$ cat config.mk
export PLATFORM = sky130hd
export DESIGN_NAME = sequenciador_apresentacao
export DESIGN_NICKNAME = d
export VERILOG_FILES = /design/src/rtl/sequenciador_apresentacao.sv
export SDC_FILE = /design/constraint.sdc
export NUM_CORES = 1
export LEC_CHECK = 0
export CAP_MARGIN = 20
export CORE_ASPECT_RATIO = 1.1
export CORE_MARGIN = 8
export CORE_UTILIZATION = 50
export CTS_CLUSTER_DIAMETER = 30
export DETAILED_ROUTE_END_ITERATION = 6
export PLACE_DENSITY = 0.76
export SYNTH_ARGS = -nofsm -noshare
export SYNTH_HDL_FRONTEND = slang
export SYNTH_SLANG_ARGS = --single-unit
$ cat constraint.sdc
create_clock -name clock -period 2.3 [get_ports clock]
set_clock_uncertainty 0.15 [all_clocks]
set_input_delay 0.345 -clock clock [delete_from_list [all_inputs] [get_ports clock]]
set_output_delay 0.345 -clock clock [all_outputs]
set_load 0.02 [all_outputs]
$ cat src/rtl/sequenciador_apresentacao.sv
// Plays back the stored sequence for the current round: for each step it lights the LEDs
// and drives the buzzer for T_ON cycles, then leaves a T_OFF dark gap before the next step.
//
// state    | meaning
// OCIOSO   | idle, waiting for iniciar
// ENDERECA | present endereco to the sequence ROM
// LE       | capture ROM data into led_reg, load the step and buzzer timers
// ACENDE   | step lit, buzzer active, T_ON cycles
// APAGA    | dark gap between steps, T_OFF cycles
// FIM      | one-cycle pronto pulse
module sequenciador_apresentacao #(
  parameter int T_ON      = 5000,
  parameter int T_OFF     = 2500,
  parameter int BUZZ_HALF = 25
) (
  input  logic       clock,
  input  logic       reset,
  input  logic       iniciar,
  input  logic [3:0] rodada,
  input  logic       abortar,
  input  logic [3:0] mem_dado,
  output logic [3:0] mem_endereco,
  output logic [3:0] leds,
  output logic       pulso_buzzer,
  output logic       ocupado,
  output logic       pronto,
  output logic [3:0] db_estado
);

  localparam int TMAX = (T_ON > T_OFF) ? T_ON : T_OFF;
  localparam int CW   = $clog2(TMAX + 1);
  localparam int BW   = $clog2(BUZZ_HALF * 4 + 1);

  typedef enum logic [2:0] {
    OCIOSO   = 3'd0,
    ENDERECA = 3'd1,
    LE       = 3'd2,
    ACENDE   = 3'd3,
    APAGA    = 3'd4,
    FIM      = 3'd5
  } estado_t;

  estado_t         estado, proximo;
  logic [3:0]      endereco;
  logic [3:0]      rodada_reg;
  logic [3:0]      led_reg;
  logic [CW-1:0]   step_cnt;
  logic [BW-1:0]   buz_cnt;
  logic            buz_reg;
  logic            step_tc;
  logic            ultimo_passo;

  // Reload value for the buzzer timer: half-period scales with the lowest lit button.
  function automatic logic [BW-1:0] recarga_buzzer(input logic [3:0] d);
    logic [BW-1:0] r;
    if (d[0])      r = BW'(BUZZ_HALF - 1);
    else if (d[1]) r = BW'(BUZZ_HALF * 2 - 1);
    else if (d[2]) r = BW'(BUZZ_HALF * 3 - 1);
    else if (d[3]) r = BW'(BUZZ_HALF * 4 - 1);
    else           r = BW'(BUZZ_HALF - 1);
    return r;
  endfunction

  assign step_tc      = (step_cnt == '0);
  assign ultimo_passo = (endereco == rodada_reg);

  always_ff @(posedge clock or negedge reset) begin
    if (!reset) estado <= OCIOSO;
    else        estado <= proximo;
  end

  always_comb begin
    proximo      = estado;
    leds         = 4'd0;
    pulso_buzzer = 1'b0;
    pronto       = 1'b0;
    ocupado      = (estado != OCIOSO);
    db_estado    = {1'b0, estado};
    mem_endereco = endereco;

    case (estado)
      OCIOSO:   if (iniciar) proximo = ENDERECA;
      ENDERECA: proximo = LE;
      LE:       proximo = ACENDE;
      ACENDE: begin
        leds         = led_reg;
        pulso_buzzer = buz_reg;
        if (step_tc) proximo = ultimo_passo ? FIM : APAGA;
      end
      APAGA:    if (step_tc) proximo = ENDERECA;
      FIM: begin
        pronto  = 1'b1;
        proximo = OCIOSO;
      end
      default:  proximo = OCIOSO;
    endcase

    if (abortar) proximo = OCIOSO;
  end

  // Datapath freezes on abort so a cancelled gap never advances the address.
  always_ff @(posedge clock or negedge reset) begin
    if (!reset) begin
      endereco   <= 4'd0;
      rodada_reg <= 4'd0;
      led_reg    <= 4'd0;
      step_cnt   <= '0;
      buz_cnt    <= '0;
      buz_reg    <= 1'b0;
    end else if (!abortar) begin
      case (estado)
        OCIOSO: begin
          if (iniciar) begin
            rodada_reg <= rodada;
            endereco   <= 4'd0;
          end
        end
        LE: begin
          led_reg  <= mem_dado;
          step_cnt <= CW'(T_ON - 1);
          buz_cnt  <= recarga_buzzer(mem_dado);
          buz_reg  <= 1'b0;
        end
        ACENDE: begin
          if (step_tc) begin
            if (!ultimo_passo) step_cnt <= CW'(T_OFF - 1);
          end else begin
            step_cnt <= step_cnt - 1'b1;
          end
          if (buz_cnt == '0) begin
            buz_cnt <= recarga_buzzer(led_reg);
            if (led_reg != 4'd0) buz_reg <= ~buz_reg;
          end else begin
            buz_cnt <= buz_cnt - 1'b1;
          end
        end
        APAGA: begin
          if (step_tc) endereco <= endereco + 4'd1;
          else         step_cnt <= step_cnt - 1'b1;
        end
        default: ;
      endcase
    end
  end

endmodule
After elaboration in Yosys (flattened, before gate mapping)
Cells that the tools add are included.
{"block": "word_totals", "wordCells": 71, "in_bits": 12, "reg_bits": 36, "output_inout_bits": 15}
{"block": "classes", "reduce_logical": 15, "n_bitwise": 2, "muxes": 29, "add_sub_neg": 3, "n_eq_ne": 15}
{"operator": "$mux W7", "n": 9}
{"operator": "$mux W13", "n": 3}
{"operator": "$pmux W13 S3", "n": 1}
{"operator": "$pmux W3 S5", "n": 1}
{"operator": "$pmux W7 S2", "n": 1}
{"operator": "$logic_not A13 Y1", "n": 1}
{"operator": "$sub A13 B1 Y13 const B", "n": 1}
{"operator": "$mux W3", "n": 4}
{"operator": "$mux W4", "n": 3}
{"operator": "$ne A3 B3 Y1 const B", "n": 4}
{"operator": "$reduce_and A4 Y1", "n": 3}
{"operator": "$ne A2 B2 Y1 const B", "n": 5}
{"operator": "$pmux W4 S2", "n": 1}
{"operator": "$logic_not A7 Y1", "n": 1}
{"operator": "$sub A7 B1 Y7 const B", "n": 1}
{"operator": "$eq A3 B2 Y1 const B", "n": 2}
{"operator": "$eq A3 B3 Y1 const B", "n": 2}
{"operator": "$reduce_and A3 Y1", "n": 2}
{"operator": "$reduce_bool A3 Y1", "n": 2}
{"operator": "$mux W1", "n": 5}
{"operator": "$add A4 B1 Y4 const B", "n": 1}
{"operator": "$eq A4 B4 Y1", "n": 1}
{"operator": "$reduce_and A2 Y1", "n": 2}
{"operator": "$reduce_bool A2 Y1", "n": 2}
{"operator": "5 further kinds", "n": 6}

Logic depth before layout (Yosys ltp)
Gate-level depths: netlist (run 1).
{"block": "depth", "ltp_word": 6, "depth_mapped": 8, "mapped_depth_nobuf": 7}

Least setup slack after synthesis (run 1)
No wires, ideal clock.
{"block": "synth_path", "path_kind": "register -> register", "from": "register buz_cnt[0]", "to": "register buz_reg", "path_buffers": 0, "required_time_ns": 2.022, "arrival_ns": 1.892, "stages_incl_launch_ff": 8, "slack_ns": 0.130, "setup_ns": 0.128, "synth_period_minus_slack_ns": 2.170, "path_cell_list": "dfrtp_1 > inv_1 > ha_1 > or4b_4 > nor3_4 > o41ai_1 > a21oi_1 > mux2_1"}
{"block": "synth_between", "elab_chain_len": 3}
{"element": "start: declaration", "line": "48", "text": "logic [BW-1:0] buz_cnt;"}
{"element": "start signal: assignment", "line": "121", "text": "buz_cnt <= recarga_buzzer(mem_dado);"}
{"element": "start signal: assignment", "line": "131", "text": "buz_cnt <= recarga_buzzer(led_reg);"}
{"element": "start signal: assignment", "line": "134", "text": "buz_cnt <= buz_cnt - 1'b1;"}
{"element": "$logic_not A7 Y1", "line": "130", "text": "if (buz_cnt == '0) begin"}
{"element": "$ne A2 B2 Y1 (no source line)"}
{"element": "$reduce_and A4 Y1 (no source line)"}
{"element": "end signal: assignment", "line": "132", "text": "if (led_reg != 4'd0) buz_reg <= ~buz_reg;"}
{"element": "end: declaration", "line": "49", "text": "logic buz_reg;"}
Every way passes these cells.
A chain may end at the register's enable or synchronous reset.

Final worst setup path (run 1)
{"block": "layout_path", "from": "register buz_cnt[1]", "to": "register buz_cnt[4]"}
{"block": "layout_between", "elab_chain_len": 3, "word_cells_on_any_way": 4, "classes_between": "1 x add/sub; 2 x mux; 1 x reduce/logical"}
{"element": "$sub A7 B1 Y7 or $logic_not A7 Y1 (tied branches)", "line": "134, 130"}
{"element": "$mux W7 *", "line": "130"}
{"element": "$pmux W7 S2 *", "line": "111", "text": "case (estado)"}
Mark *: on every way between the ends. The rest lies on a longest branch, timed or not.

==> impl_metrics.json, run 1 <==
{
  "drc": 0,
  "wl_per_cell_um": 15.07,
  "syn_to_final_growth_pct": 27.42,
  "fillers": 376,
  "ant_nets": 0,
  "synth_nets": 257,
  "r2r_cells": 7,
  "reg2reg_from": "buz_cnt[1]$_DFFE_PN0P_",
  "detailed_place_hpwl_um": 3930,
  "critPathRequiredTime_ps": 2330,
  "synthesis.area_mm2": 0.002186,
  "die_area_mm2": 0.006746,
  "initial_utilization": 0.5138,
  "grt_pass1_vias": 1898,
  "die-height_um": 85.35,
  "holdBufCountCts": 0,
  "fin_crit_ps": 2247,
  "cp-end-kind": "flop",
  "grt_max_degree": 37,
  "clockRootBuffer": "clkbuf_8",
  "synthDistinctLibCells": 59,
  "routed.top_layer": "met4",
  "cts-buffers-inserted": 5,
  "grt_setup_unrepaired": "yes",
  "worstPathCellList": "inv_2 -> ha_4 -> or4b_4 -> nor3_4 -> nor4b_4 -> o21ai_1 -> a22o_1",
  "routed_wl_um": 5243,
  "reg2reg_setup_slack_ps": 50,
  "synth_area_per_cell_um2": 9.070,
  "max_freq_mhz": 445.0,
  "hold_slack_ps": 313.0,
  "synth-seq-area-share": 0.4121,
  "ios": 27,
  "antenna_found_initial": 0,
  "ys_seq_elements": 36,
  "wl_met3_um": 231,
  "hold_violations": 0,
  "powerDensity_mw_per_mm2": 595.9,
  "cts_tree": "done",
  "cts_sinks": 36,
  "wirelength_met1_um": 2265,
  "place.gp.congestion": 0.8620,
  "crit_fanout": 4,
  "regMostFlops": "step_cnt",
  "synth_edf_count": 0,
  "start_kind": "flop",
  "num_rows": 25,
  "crit_path_top_delay_cell": "or4b_4",
  "drv_slew": 0,
  "crit_type": "reg2reg",
  "first_iter_violations": 143,
  "core_mm2": 0.004254,
  "cp.arrival_ps": 2280,
  "async_reset_ff_frac": 1.000,
  "grt-ovfl-total": 0,
  "fp.dieW_um": 79.04,
  "clk_latency_ps": 290,
  "cts_buffer_depth": 2,
  "setup_tns_ps": 0,
  "leakage_nw": 1.243,
  "route.met2.wl_um": 2632,
  "htreeDepth": 2,
  "hp-class": "in2async",
  "vdd_drop_max_uv": 340.7,
  "setup_violations": 0,
  "period_share": 0.9770,
  "reg_top3": "step_cnt: 13 flops, buz_cnt: 7 flops",
  "finalPower_mw": 1.660,
  "track_usage": 0.1598,
  "rr_endpoint": "buz_cnt[4]$_DFFE_PN0P_",
  "syn_inst": 241,
  "cap_violations": 0,
  "grt_pass1_wl_um": 8700,
  "firstDrtPassIters": 4,
  "status": "finished, final reports clean",
  "cpPeakStageDelay_ps": 490,
  "nets": 310,
  "largest_reg_flops": 13,
  "layout_commonest_cell": "dfrtp_1",
  "drive_gt1_frac": 0.1871,
  "routed_via_density": 5.753,
  "ys_warn_count": 0,
  "ys.flop_type": "dfrtp_1",
  "vias": 2002,
  "relSlewSlack": 0.6328,
  "diodes": 0,
  "layout_common_cells": "35 x dfrtp_1, 29 x buf_4, 25 x nor2_1",
  "io_buffers": 25,
  "tightest_slew_ps": 545.8,
  "clk_pin_slew_ps": 70
}
==> layout make-up <==
cell class | count | area (um2) | area share
clock inverters | 1 | 5.005 | 0.001797
inverters | 8 | 30.03 | 0.01078
flip-flops and latches | 36 | 902.1 | 0.3239
well taps | 54 | 67.56 | 0.02426
repair buffers | 54 | 469.2 | 0.1685
multi-input cells | 189 | 1239 | 0.4447
clock buffers | 6 | 72.57 | 0.02606
==> power by group <==
| group | leakage, nW | internal [mW] | switching, mW |
|---|---|---|---|
| Sequential | 0.436 | 0.718 | 0.0977 |
| Combinational | 0.766 | 0.205 | 0.215 |
| Clock | 0.0410 | 0.206 | 0.218 |
==> per-layer routing <==
metal,vias up,global-route usage
li1,991,-
met1,954,0.1877
met2,46,0.2685
met3,11,0.03700
met4,0,0.06914
met5,-,0
==> synth_stat cells (4+ instances only) <==
master	count	area, um2
and2_1	4	25.02
o21ai_1	15	75.07
inv_1	8	30.03
a21oi_1	13	65.06
nor3_1	9	45.04
mux2_1	6	67.56
o21ai_0	7	35.03
and3_1	6	37.54
clkbuf_1	4	15.01
dfrtp_1	36	900.9
ha_1	4	50.05
nand2_1	24	90.09
nor2_1	25	93.84
xnor2_1	5	43.79
or3_1	5	31.28
nand3_1	7	35.03
==> what timing repair did <==
action | CTS | global route
buffers inserted | 0 | 4
resized for setup | 2 | 9
pin swaps | 0 | 5
endpoints found under the setup margin | 4 | 14
==> worst max-delay path, delay by kind of cell (launching register included) <==
family                     cells  cell delay [ps]
DFF                            1              400
AOI/OAI and AO/OA              2              350
adders and majority gates      1              130
and+or+nand+nor                3             1030
buffers and inverters          1               80
==> cells by family (layout without fill, tap and decap cells) <==
| kind of cell | Yosys count | in the layout | share of synthesized area |
|---|---|---|---|
| buf+inv | 16 | 69 | 0.03205 |
| simple gates | 109 | 109 | 0.2811 |
| other cells | 1 | 1 | 0.001716 |
| fa+ha+maj | 4 | 4 | 0.02290 |
| mux | 7 | 7 | 0.03720 |
| flops | 36 | 36 | 0.4121 |
| compound gates | 63 | 63 | 0.1929 |
| xor+xnor | 5 | 5 | 0.02003 |
==> per-stage QoR <==
| stage | cells | area (um2) | util | worst slack, ps |
|---|---|---|---|---|
| 2_1_floorplan | 241 | 2186 | - | 130.0 |
| 3_3_place_gp | 337 | 2651 | 0.6232 | 9.072 |
| 3_5_place_dp | 337 | 2651 | 0.6232 | -23.79 |
| 4_1_cts | 344 | 2729 | 0.6415 | 0.3239 |
| 5_1_grt | 348 | 2785 | 0.6547 | -54.56 |
| 6_report | 348 | 2785 | 0.6547 | 52.93 |
==> how the worst max path moves through the flow <==
| stage | start | endpoint | cells after the start |
|---|---|---|---|
| floorplan | buz_cnt[0]$_DFFE_PN0P_ | buz_reg$_DFFE_PN0P_ | 7 |
| global placement | abortar | step_cnt[10]$_DFFE_PN0P_ | 6 |
| detailed placement | abortar | led_reg[3]$_DFFE_PN0P_ | 5 |
| CTS | estado[2]$_DFFE_PN0P_ | leds[1] | 3 |
| global route | buz_cnt[1]$_DFFE_PN0P_ | buz_reg$_DFFE_PN0P_ | 7 |
| finish | buz_cnt[1]$_DFFE_PN0P_ | buz_cnt[4]$_DFFE_PN0P_ | 7 |
Note: power is estimated with default switching activity, not from simulation.
==> inputs of run 2 (changes only) <==
SKIP_CTS_REPAIR_TIMING = 1   (was default)
==> run 2 against run 1 <==
Net effect:
- cell count fell by 0.29%
- sequential power barely moved
- combinational power about the same
- clock-buffer cell count did not move
- critical path depth fell by 4
- die area did not move
- first-iteration DRC count is 5.6% lower
==> impl_metrics.json, run 2 (synthesis results as in run 1) <==
{
  "status": "finished, final reports clean",
  "clockRootBuffer": "clkbuf_8",
  "grt-ovfl-total": 0,
  "reg_top3": "step_cnt: 13 flops, buz_cnt: 7 flops",
  "grt_max_degree": 37,
  "drc": 0,
  "diodes": 0,
  "drive_gt1_frac": 0.1843,
  "cp.arrival_ps": 1750,
  "worstPathCellList": "and3b_2 -> and2_1 -> clkdlybuf4s50_1",
  "layout_commonest_cell": "dfrtp_1",
  "vias": 1997,
  "seqPwrFrac": 0.491,
  "crit_fanout": 6,
  "detailed_place_hpwl_um": 3930,
  "routed_via_density": 5.755,
  "num_rows": 25,
  "fin_crit_ps": 2244,
  "antenna_found_initial": 0,
  "nets": 309,
  "die_area_mm2": 0.006746,
  "relSlewSlack": 0.6387,
  "cp-end-kind": "output pin",
  "setup_violations": 0,
  "fp.dieW_um": 79.04,
  "grt_pass1_vias": 1898,
  "clockPowerShare": 0.256,
  "powerDensity_mw_per_mm2": 596.9,
  "drv_slew": 0,
  "clk_pin_slew_ps": 70,
  "routed_wl_um": 5250,
  "die-height_um": 85.35,
  "swShare": 0.3202,
  "hp-class": "in2async",
  "core_mm2": 0.004254,
  "reg2reg_from": "buz_cnt[1]$_DFFE_PN0P_",
  "htreeDepth": 2,
  "instances_no_fill": 347,
  "period_share": 0.9756,
  "regMostFlops": "step_cnt",
  "ios": 27,
  "cts-buffers-inserted": 5,
  "power_frac_comb": 0.253,
  "vdd_drop_max_uv": 340.8,
  "track_usage": 0.1598,
  "largest_reg_flops": 13,
  "cts_tree": "done",
  "power.internal_mw": 1.129,
  "crit_type": "reg2out",
  "max_freq_mhz": 445.6,
  "wl_per_cell_um": 15.13,
  "grt_pass1_wl_um": 8700,
  "switchingPower_mw": 0.5315,
  "initial_utilization": 0.5138,
  "startpoint": "estado[2]$_DFFE_PN0P_",
  "path_delay_family": "buffers and inverters",
  "syn_to_final_growth_pct": 27.25,
  "path_buf_inv": 1,
  "firstDrtPassIters": 4,
  "grt_setup_unrepaired": "yes",
  "dp.cells": 337,
  "crit_path_top_delay_cell": "clkdlybuf4s50_1",
  "fillers": 377,
  "cts_buffer_depth": 2,
  "place.gp.congestion": 0.8620,
  "critPathRequiredTime_ps": 1800,
  "ant_nets": 0,
  "hold_violations": 0,
  "cpPeakStageDelay_ps": 600,
  "tightest_slew_ps": 536.9,
  "finalPower_mw": 1.660,
  "layout_common_cells": "35 x dfrtp_1, 28 x buf_4, 25 x nor2_1",
  "start_kind": "flop",
  "first_iter_violations": 135,
  "leakage_nw": 1.251,
  "clk_latency_ps": 290,
  "cap_violations": 0,
  "cts_sinks": 36,
  "io_buffers": 25
}
==> run 2: cell types whose count changed in the layout (fill, tap and decap cells not counted) <==
cell,previous run,this run
dlymetal6s2s_1,1,2
dlygate4sd2_1,1,0
buf_4,29,28
==> run 2: path summary, 6_finish.rpt <==
check,endpoint,slack (ps),cells past startpoint
worst max-delay path,leds[1],60,3
worst min-delay path,step_cnt[6]$_DFFE_PN0P_,310,2
worst max register to register,buz_reg$_DFFE_PN0P_,80,7
worst min register to register,rodada_reg[2]$_DFFE_PN0P_,360,2
max in group asynchronous,estado[0]$_DFFE_PN0P_,1330,2
min in group clock,rodada_reg[2]$_DFFE_PN0P_,360,2
==> run 2: power groups by stage <==
| stage | registers (mW) | logic (mW) | clock network, mW |
|---|---|---|---|
| 4_1_cts | 0.809 | 0.383 | 0.437 |
| 3_3_place_gp | 0.817 | 0.371 | 0 |
| 3_5_place_dp | 0.821 | 0.381 | 0 |
| 2_1_floorplan | 0.806 | 0.243 | 0 |
| 6_report | 0.815 | 0.421 | 0.424 |
| 5_1_grt | 0.829 | 0.468 | 0.458 |
==> run 2: routing by layer <==
layer / vias up / track usage / wire [um] / part of all wire
li1: 985 / - / - / -
met1: 962 / 0.1879 / 2290 / 0.44
met2: 39 / 0.2685 / 2636 / 0.50
met3: 11 / 0.03700 / 207 / 0.039
met4: 0 / 0.06914 / 114 / 0.022
met5: - / 0 / 0 / 0
==> run 2: area by class of cell <==
| type | instances | area [um2] | share of cell area |
|---|---|---|---|
| Sequential cell | 36 | 902.1 | 0.3243 |
| Clock buffer | 6 | 72.57 | 0.02609 |
| Inverter | 8 | 30.03 | 0.01080 |
| Tap cell | 54 | 67.56 | 0.02429 |
| Clock inverter | 1 | 5.005 | 0.001799 |
| Multi-Input combinational cell | 189 | 1239 | 0.4453 |
| Timing Repair Buffer | 53 | 465.4 | 0.1673 |
==> run 2: worst reg2reg max path, cell delays in order, from the launching register on <==
cell	delay, ps
dfrtp_1	400
inv_2	90
ha_4	130
or4b_4	490
nor3_4	250
o41ai_2	120
a21oi_1	150
mux2_1	330
==> run 2: metrics by stage <==
stage / cell area [um2] / utilization / hold slack [ps] / worst slack [ps] / setup TNS [ps]
after floorplan: 2186 / - / -100.6 / 130.0 / 0
after global placement: 2651 / 0.6232 / 332.7 / 9.072 / 0
after detailed placement: 2651 / 0.6232 / 341.4 / -23.79 / -65.46
after CTS: 2729 / 0.6415 / 330.0 / -52.88 / -177.1
after global routing: 2781 / 0.6538 / 366.3 / -54.10 / -124.2
final: 2781 / 0.6538 / 311.4 / 56.06 / 0
